$ cat src/rtl/rc5_encryptor.sv
// rc5_encryptor: RC5-W/R block encryptor. Reads the expanded key table S one
// word per two cycles over a synchronous-read memory port and returns the
// ciphertext with a one-cycle done pulse.
// Optional feature macro: RC5_ENC_DECRYPT_EN (adds iDecrypt and inverse rounds).
module rc5_encryptor #(
  parameter int unsigned W = 32,
  parameter int unsigned R = 12,
  localparam int unsigned T = 2 * R + 2,
  localparam int unsigned T_LENGTH = $clog2(T),
  localparam int unsigned ROTVALUE = $clog2(W)
) (
  input  logic                clk,
  input  logic                rst,
  input  logic                iStart,
`ifdef RC5_ENC_DECRYPT_EN
  input  logic                iDecrypt,
`endif
  input  logic [W-1:0]        iPlainA,
  input  logic [W-1:0]        iPlainB,
  output logic [T_LENGTH-1:0] oS_address,
  input  logic [W-1:0]        iS_sub_i,
  output logic [W-1:0]        oCipherA,
  output logic [W-1:0]        oCipherB,
  output logic                oBusy,
  output logic                oDone
);

  typedef enum logic [1:0] {StIdle, StWaitS, StCompute} state_e;

  localparam logic [T_LENGTH-1:0] LastIdx = T_LENGTH'(T - 1);

  state_e              state_q, state_d;
  logic [W-1:0]        a_q, a_d, b_q, b_d;
  logic [W-1:0]        ca_q, ca_d, cb_q, cb_d;
  logic [T_LENGTH-1:0] idx_q, idx_d, addr_q, addr_d;
  logic                busy_q, busy_d, done_q, done_d;
  logic [W-1:0]        a_new, b_new;
  logic [T_LENGTH-1:0] step_idx;
  logic                first_pair, last_idx;
`ifdef RC5_ENC_DECRYPT_EN
  logic                dec_q, dec_d;
`endif

  function automatic logic [W-1:0] rotl(input logic [W-1:0] x, input logic [ROTVALUE-1:0] n);
    logic [2*W-1:0] d;
    d = {x, x} << n;
    return d[2*W-1:W];
  endfunction

`ifdef RC5_ENC_DECRYPT_EN
  function automatic logic [W-1:0] rotr(input logic [W-1:0] x, input logic [ROTVALUE-1:0] n);
    logic [2*W-1:0] d;
    d = {x, x} >> n;
    return d[W-1:0];
  endfunction
`endif

  // Round datapath: candidate A/B for the current idx plus idx sequencing
  always_comb begin
    first_pair = (idx_q[T_LENGTH-1:1] == '0);
    a_new      = first_pair ? a_q + iS_sub_i
                            : rotl(a_q ^ b_q, b_q[ROTVALUE-1:0]) + iS_sub_i;
    b_new      = first_pair ? b_q + iS_sub_i
                            : rotl(b_q ^ a_q, a_q[ROTVALUE-1:0]) + iS_sub_i;
    last_idx   = (idx_q == LastIdx);
    step_idx   = idx_q + 1'b1;
`ifdef RC5_ENC_DECRYPT_EN
    if (dec_q) begin
      a_new    = first_pair ? a_q - iS_sub_i
                            : rotr(a_q - iS_sub_i, b_q[ROTVALUE-1:0]) ^ b_q;
      b_new    = first_pair ? b_q - iS_sub_i
                            : rotr(b_q - iS_sub_i, a_q[ROTVALUE-1:0]) ^ a_q;
      last_idx = (idx_q == '0);
      step_idx = idx_q - 1'b1;
    end
`endif
  end

  // Next-state logic: IDLE -> (WAIT_S -> COMPUTE) x T -> IDLE
  always_comb begin
    state_d = state_q;
    a_d     = a_q;
    b_d     = b_q;
    idx_d   = idx_q;
    addr_d  = addr_q;
    ca_d    = ca_q;
    cb_d    = cb_q;
    busy_d  = busy_q;
    done_d  = 1'b0;
`ifdef RC5_ENC_DECRYPT_EN
    dec_d   = dec_q;
`endif
    unique case (state_q)
      StIdle: begin
        if (iStart) begin
          a_d     = iPlainA;
          b_d     = iPlainB;
          idx_d   = '0;
          addr_d  = '0;
          busy_d  = 1'b1;
          state_d = StWaitS;
`ifdef RC5_ENC_DECRYPT_EN
          dec_d   = iDecrypt;
          if (iDecrypt) begin
            idx_d  = LastIdx;
            addr_d = LastIdx;
          end
`endif
        end
      end
      StWaitS: state_d = StCompute;
      StCompute: begin
        // Odd idx updates B, even idx updates A
        if (idx_q[0]) b_d = b_new;
        else          a_d = a_new;
        if (last_idx) begin
          ca_d    = idx_q[0] ? a_q : a_new;
          cb_d    = idx_q[0] ? b_new : b_q;
          done_d  = 1'b1;
          busy_d  = 1'b0;
          state_d = StIdle;
        end else begin
          idx_d   = step_idx;
          addr_d  = step_idx;
          state_d = StWaitS;
        end
      end
      default: state_d = StIdle;
    endcase
  end

  // State and datapath registers, asynchronous active-high reset
  always_ff @(posedge clk or posedge rst) begin
    if (rst) begin
      state_q <= StIdle;
      a_q     <= '0;
      b_q     <= '0;
      idx_q   <= '0;
      addr_q  <= '0;
      ca_q    <= '0;
      cb_q    <= '0;
      busy_q  <= 1'b0;
      done_q  <= 1'b0;
`ifdef RC5_ENC_DECRYPT_EN
      dec_q   <= 1'b0;
`endif
    end else begin
      state_q <= state_d;
      a_q     <= a_d;
      b_q     <= b_d;
      idx_q   <= idx_d;
      addr_q  <= addr_d;
      ca_q    <= ca_d;
      cb_q    <= cb_d;
      busy_q  <= busy_d;
      done_q  <= done_d;
`ifdef RC5_ENC_DECRYPT_EN
      dec_q   <= dec_d;
`endif
    end
  end

  assign oS_address = addr_q;
  assign oCipherA   = ca_q;
  assign oCipherB   = cb_q;
  assign oBusy      = busy_q;
  assign oDone      = done_q;

endmodule
$ cat config.mk
export PLATFORM = sky130hd
export DESIGN_NAME = rc5_encryptor
export DESIGN_NICKNAME = d
export VERILOG_FILES = /design/src/rtl/rc5_encryptor.sv
export SDC_FILE = /design/constraint.sdc
export NUM_CORES = 1
export LEC_CHECK = 0
export ABC_AREA = 1
export CORE_MARGIN = 2
export CORE_UTILIZATION = 25
export DETAILED_ROUTE_END_ITERATION = 8
export PLACE_DENSITY = 0.4
export SLEW_MARGIN = 10
export SYNTH_ARGS = -nofsm -noshare
export SYNTH_HDL_FRONTEND = slang
export SYNTH_SLANG_ARGS = --single-unit
$ cat constraint.sdc
create_clock -name clk -period 8.3 [get_ports clk]
set_input_delay 1.245 -clock clk [delete_from_list [all_inputs] [get_ports clk]]
set_output_delay 1.245 -clock clk [all_outputs]
set_load 0.005 [all_outputs]
== Word-level counts from Yosys, hierarchy flattened ==
Cells that the tools add are included.
Word-level totals
  bits in registers: 137
  word-level logic and storage cells: 48
Operators by class
  mux-type cells: 19
  bitwise operators: 1
  $add $sub $neg: 5
  equality and inequality tests: 6
  shift-type cells: 2
  reduce and logical (&&, ||, !) cells: 7
Operator list (count)
  32-bit two-way mux: 6
  32-bit adder: 4
  32-bit case mux with 2 select lines: 2
  64-bit by 5-bit << shifter with 64-bit output: 2
  32-bit bitwise XOR: 1
  5-bit two-way mux: 2
  5-bit case mux with 2 select lines: 1
  2-bit inequality test (second input constant): 3
  2-bit case mux with 3 select lines: 1
  3-bit AND reduction: 2
  5-bit by 1-bit adder with 5-bit output (second input constant): 1
  5-bit equality test (second input constant): 1
  1-bit two-way mux: 5
  4-bit logical NOT: 1
  2-bit AND reduction: 2
  2-bit by 1-bit equality test with 1-bit output (second input constant): 1
  2-bit equality test (second input constant): 1
  2-bit logical NOT: 1
  2-bit two-way mux: 1
  1-bit case mux with 2 select lines: 1
  2-bit nonzero test: 1

== Logic depth before layout (Yosys ltp) ==
  word-level depth: 6
  gate-level depth with buffers: 33
  depth with buffers taken out: 33

== Least setup slack after synthesis ==
No wires, ideal clock.
  kind: reg2reg
  from: reg b_q[0]
  to: reg a_q[26]
  path buffers: 3
  setup time: 0.116 ns
  setup slack: 4.937 ns
  arrival time: 3.247 ns
  stages on the path, launching flop included: 30
  path through: dfrtp_1 > buf_6 > buf_4 > buf_6 > o21ai_1 > mux2i_1 > mux2i_1 > nand2_1 > o21ai_1 > nand2_1 > nand3_1 > o21ai_1 > inv_1 > ha_1 > inv_1 > fa_1 > inv_1 > nand2_1 > o21ai_2 > nand2_1 > nand2_2 > nand3_1 > nand3b_1 > a21o_1 > or2_1 > nand3_1 > o21ai_1 > nand2_1 > nand2_1 > nand2_1
On the way
  cells in the longest elaborated chain, start to end: 6
Ends and longest elaborated chain
  start: declaration: RTL line 33  | logic [W-1:0] a_q, a_d, b_q, b_d;
  start signal: assignment: RTL line 137  | b_q <= '0;
  start signal: assignment: RTL line 150  | b_q <= b_d;
  32-bit bitwise XOR: RTL line 62  | : rotl(a_q ^ b_q, b_q[ROTVALUE-1:0]) + iS_sub_i;
  64-bit by 5-bit << shifter with 64-bit output *: RTL line 46  | d = {x, x} << n;
  32-bit adder *: RTL line 62
  32-bit two-way mux *: RTL line 61  | a_new = first_pair ? a_q + iS_sub_i
  32-bit two-way mux *: RTL line 114  | if (idx_q[0]) b_d = b_new;
  32-bit case mux with 2 select lines *: RTL line 93  | unique case (state_q)
  end signal: assignment: RTL line 136  | a_q <= '0;
  end signal: assignment: RTL line 149  | a_q <= a_d;
  end: declaration: RTL line 33
Every way passes the cells marked *; elsewhere a longest branch is shown, timed or not.
A chain may end at the register's enable or synchronous reset.

== Worst setup path in the final report ==
  from: reg b_q[28]
  to: reg b_q[28]
On the way
  cells in the longest elaborated chain, start to end: 6
Ends and longest elaborated chain
  32-bit bitwise XOR: RTL line 64  | : rotl(b_q ^ a_q, a_q[ROTVALUE-1:0]) + iS_sub_i;
  64-bit by 5-bit << shifter with 64-bit output: RTL line 46
  32-bit adder: RTL line 64
  32-bit two-way mux: RTL line 63  | b_new = first_pair ? b_q + iS_sub_i
  32-bit two-way mux *: RTL line 114
  32-bit case mux with 2 select lines *: RTL line 93
Marks and branches as above.

==> flow_metrics.env <==
export IMPL_numPortBuffers=169
export IMPL_cellPowerDensity_mw_per_mm2=385
export IMPL_clock_sinks=137
export IMPL_setup_viol=0
export IMPL_yosys_warnings=0
export IMPL_rsz0062_at_grt="false"
export IMPL_tightest_slew_ns=1.09
export IMPL_max_vdd_ir_drop_uv=176
export IMPL_die_area_mm2=0.0631
export IMPL_drc_errors=0
export IMPL_h_tree_depth=4
export IMPL_rows=90
export IMPL_hold_path_class="flop to flop"
export IMPL_gp_congestion=0.984
export IMPL_fin_crit_sh_pct=61.6
export IMPL_worstSetupPathType="flop to flop"
export IMPL_ys_types=50
export IMPL_period_needed_ns=5.11
export IMPL_wl_um=84800
export IMPL_grt_ovfl_total=0
export IMPL_ant_nets=0
export IMPL_hpwl_um=67600
export IMPL_end_kind="flop"
export IMPL_syn_area_mm2=0.0153
export IMPL_ys_seq_area_share_pct=22.4
export IMPL_yosysMostFrequentCell="nand2_1"
export IMPL_maxSlewHeadroom_pct=26.4
export IMPL_path_clk_slew_ns=0.07
export IMPL_outcome="finished, final reports clean"
export IMPL_worstPathRequired_ns=8.66
export IMPL_synthFlopType="dfrtp_1"
export IMPL_p_leak_nw=8.58
export IMPL_setup_ws_ns=3.19
export IMPL_synth_area_per_cell_um2=6.12
export IMPL_finalSetupTns_ns=0
export IMPL_drv_slew=0
export IMPL_synth_common_cells="nand2_1, nand3_1, inv_1"
export IMPL_max_freq_mhz=196
export IMPL_synth_top_cell_by_area="dfrtp_1"
export IMPL_cts_resized=0
export IMPL_numCtsBuffers=17
export IMPL_critPathMaxStageDelay_ns=0.65
export IMPL_yosysTopAreaCellShare_pct=22.4
export IMPL_post_cts_setup_buffer_count=0
export IMPL_grt_start_max_net_pins=85
export IMPL_clock_skew_ns=0.0357
export IMPL_area_delta_synth_final_pct=18.1
export IMPL_cp_arrival_ns=5.47
export IMPL_syn_inst=2495
export IMPL_hold_violations=0
export IMPL_crit_slowest_cell="o21ai_0"
export IMPL_layout_nets=2745
export IMPL_grt_pass1_vias=16900
export IMPL_drive_gt1_share_pct=7.61
export IMPL_core_area_mm2=0.0604
export IMPL_drv_cap=0
export IMPL_die_w_um=251
export IMPL_clockBufferDepth=2
export IMPL_place_ws_ns=3.29
export IMPL_async_flop_share_pct=100
export IMPL_fin_area_mm2=0.0180
export IMPL_critPathBufInv=4
export IMPL_tritoncts="yes"
export IMPL_io_pins=170
export IMPL_wl_per_cell_um=25.1
export IMPL_crit_path_frequent_cell="nand2_1"
export IMPL_num_vias=17700
export IMPL_grt_pass1_wl_um=121000
export IMPL_grt_use_total_pct=26.7
export IMPL_place_area_mm2=0.0174
export IMPL_initial_core_util_pct=25.3
export IMPL_total_power_mw=6.95
export IMPL_critical_path_max_fanout=4
export IMPL_antenna_found_initial=1
export IMPL_cts_hold_buf=0
export IMPL_cts_root_buf="clkbuf_16"
export IMPL_postSynthRegisterBits=137
export IMPL_synthesis_nets=2664
export IMPL_cp_start_kind="flop"
export IMPL_fp_dieH_um=251
export IMPL_first_pass_iters=5
export IMPL_synth_edff_count=0
export IMPL_cpLargestDelayFamily="simple AND/OR/NAND/NOR gates"
export IMPL_worstSkewPairLatency_ns=0.51
export IMPL_drt_iter0_drc=1596
export IMPL_via_per_inst=5.24
export IMPL_synthTopCellsByArea="dfrtp_1, nand2_1, nand3_1"
==> stage by stage <==
stage / instances / util, % / hold slack [ns]
after floorplan: 2495 / - / 0.465
after global placement: 3339 / 28.9 / 0.466
after detailed placement: 3339 / 28.9 / 0.471
after CTS: 3371 / 29.9 / 0.488
after global routing: 3371 / 29.9 / 0.507
final: 3374 / 29.9 / 0.483
==> layout by cell type (no fill, tap or decap), types with 5 or more instances in the layout <==
master / count
or2_1: 12
nand2_2: 9
mux2i_1: 21
inv_4: 6
a21o_1: 9
o21ai_2: 22
nand3_2: 52
o21ai_1: 144
inv_8: 5
o22ai_1: 27
inv_2: 16
o211ai_1: 15
nor2_1: 159
and2_1: 16
a31oi_1: 41
xor2_1: 14
ha_1: 68
a21oi_1: 66
clkdlybuf4s50_1: 169
inv_6: 7
nand3_1: 264
a21oi_2: 9
nor3_1: 12
xnor2_1: 6
o21ai_0: 192
buf_4: 27
inv_1: 220
nand2_1: 772
o21bai_1: 9
clkbuf_16: 17
nand4_1: 7
dfrtp_1: 135
==> final cells by class <==
| class | instances | area (um2) |
|---|---|---|
| fill | 6831 | 42300 |
| multi-input combinational | 1978 | 10200 |
| sequential | 137 | 3430 |
| timing repair buffer | 196 | 1890 |
| tap | 782 | 978 |
| inverter | 246 | 955 |
| clock buffer | 18 | 439 |
| clock inverter | 14 | 154 |
| antenna | 3 | 7.51 |
==> cell families after synthesis <==
| kind of cell | share of synthesized area (%) |
|---|---|
| adders and majority gates | 5.83 |
| muxes | 1.38 |
| DFF | 22.4 |
| AOI/OAI and AO/OA | 19.8 |
| and+or+nand+nor | 38.5 |
| xor gates and xnor gates | 1.15 |
| buffers and inverters | 10.9 |
==> sequential cells by signal (all words and copies together) (netlist names) <==
signal and cells:
oDone 1, oS_address 5, a_q 32, oBusy 1, oCipherB 32, oCipherA 32
state_q 2, b_q 32
==> where the power goes <==
| part | internal (mW) | switching, mW | leakage (nW) |
|---|---|---|---|
| logic | 1.59 | 3.36 | 6.68 |
| registers | 0.902 | 0.251 | 1.61 |
| clock network | 0.435 | 0.406 | 0.288 |
==> tightest hold or removal path, stage by stage (launching register included) <==
cell,delay (ns)
dfrtp_1,0.35
nand2_1,0.06
nand2_1,0.05
==> per-layer routing <==
layer | part of all wire, % | vias to the layer above | GRT usage, %
li1 | - | 8426 | -
met1 | 46 | 8555 | 36.3
met2 | 47 | 620 | 44.5
met3 | 5.3 | 65 | 3.89
met4 | 2.2 | 0 | 6.70
met5 | 0 | - | 0
==> worst paths after layout <==
check | from | end | slack (ns) | depth (start not counted)
setup / recovery | b_q[28]$_DFFE_PP0P_ | b_q[28]$_DFFE_PP0P_ | 3.19 | 31
hold reg to reg | oBusy$_DFFE_PP0P_ | oBusy$_DFFE_PP0P_ | 0.48 | 2
min in group asynchronous | rst | oS_address[3]$_DFFE_PP0P_ | 1.30 | 2
hold / removal | oBusy$_DFFE_PP0P_ | oBusy$_DFFE_PP0P_ | 0.48 | 2
setup reg to reg | b_q[28]$_DFFE_PP0P_ | b_q[28]$_DFFE_PP0P_ | 3.19 | 31
max in group asynchronous | rst | a_q[2]$_DFFE_PP0P_ | 5.47 | 3
Note: power is estimated with default switching activity, not from simulation.
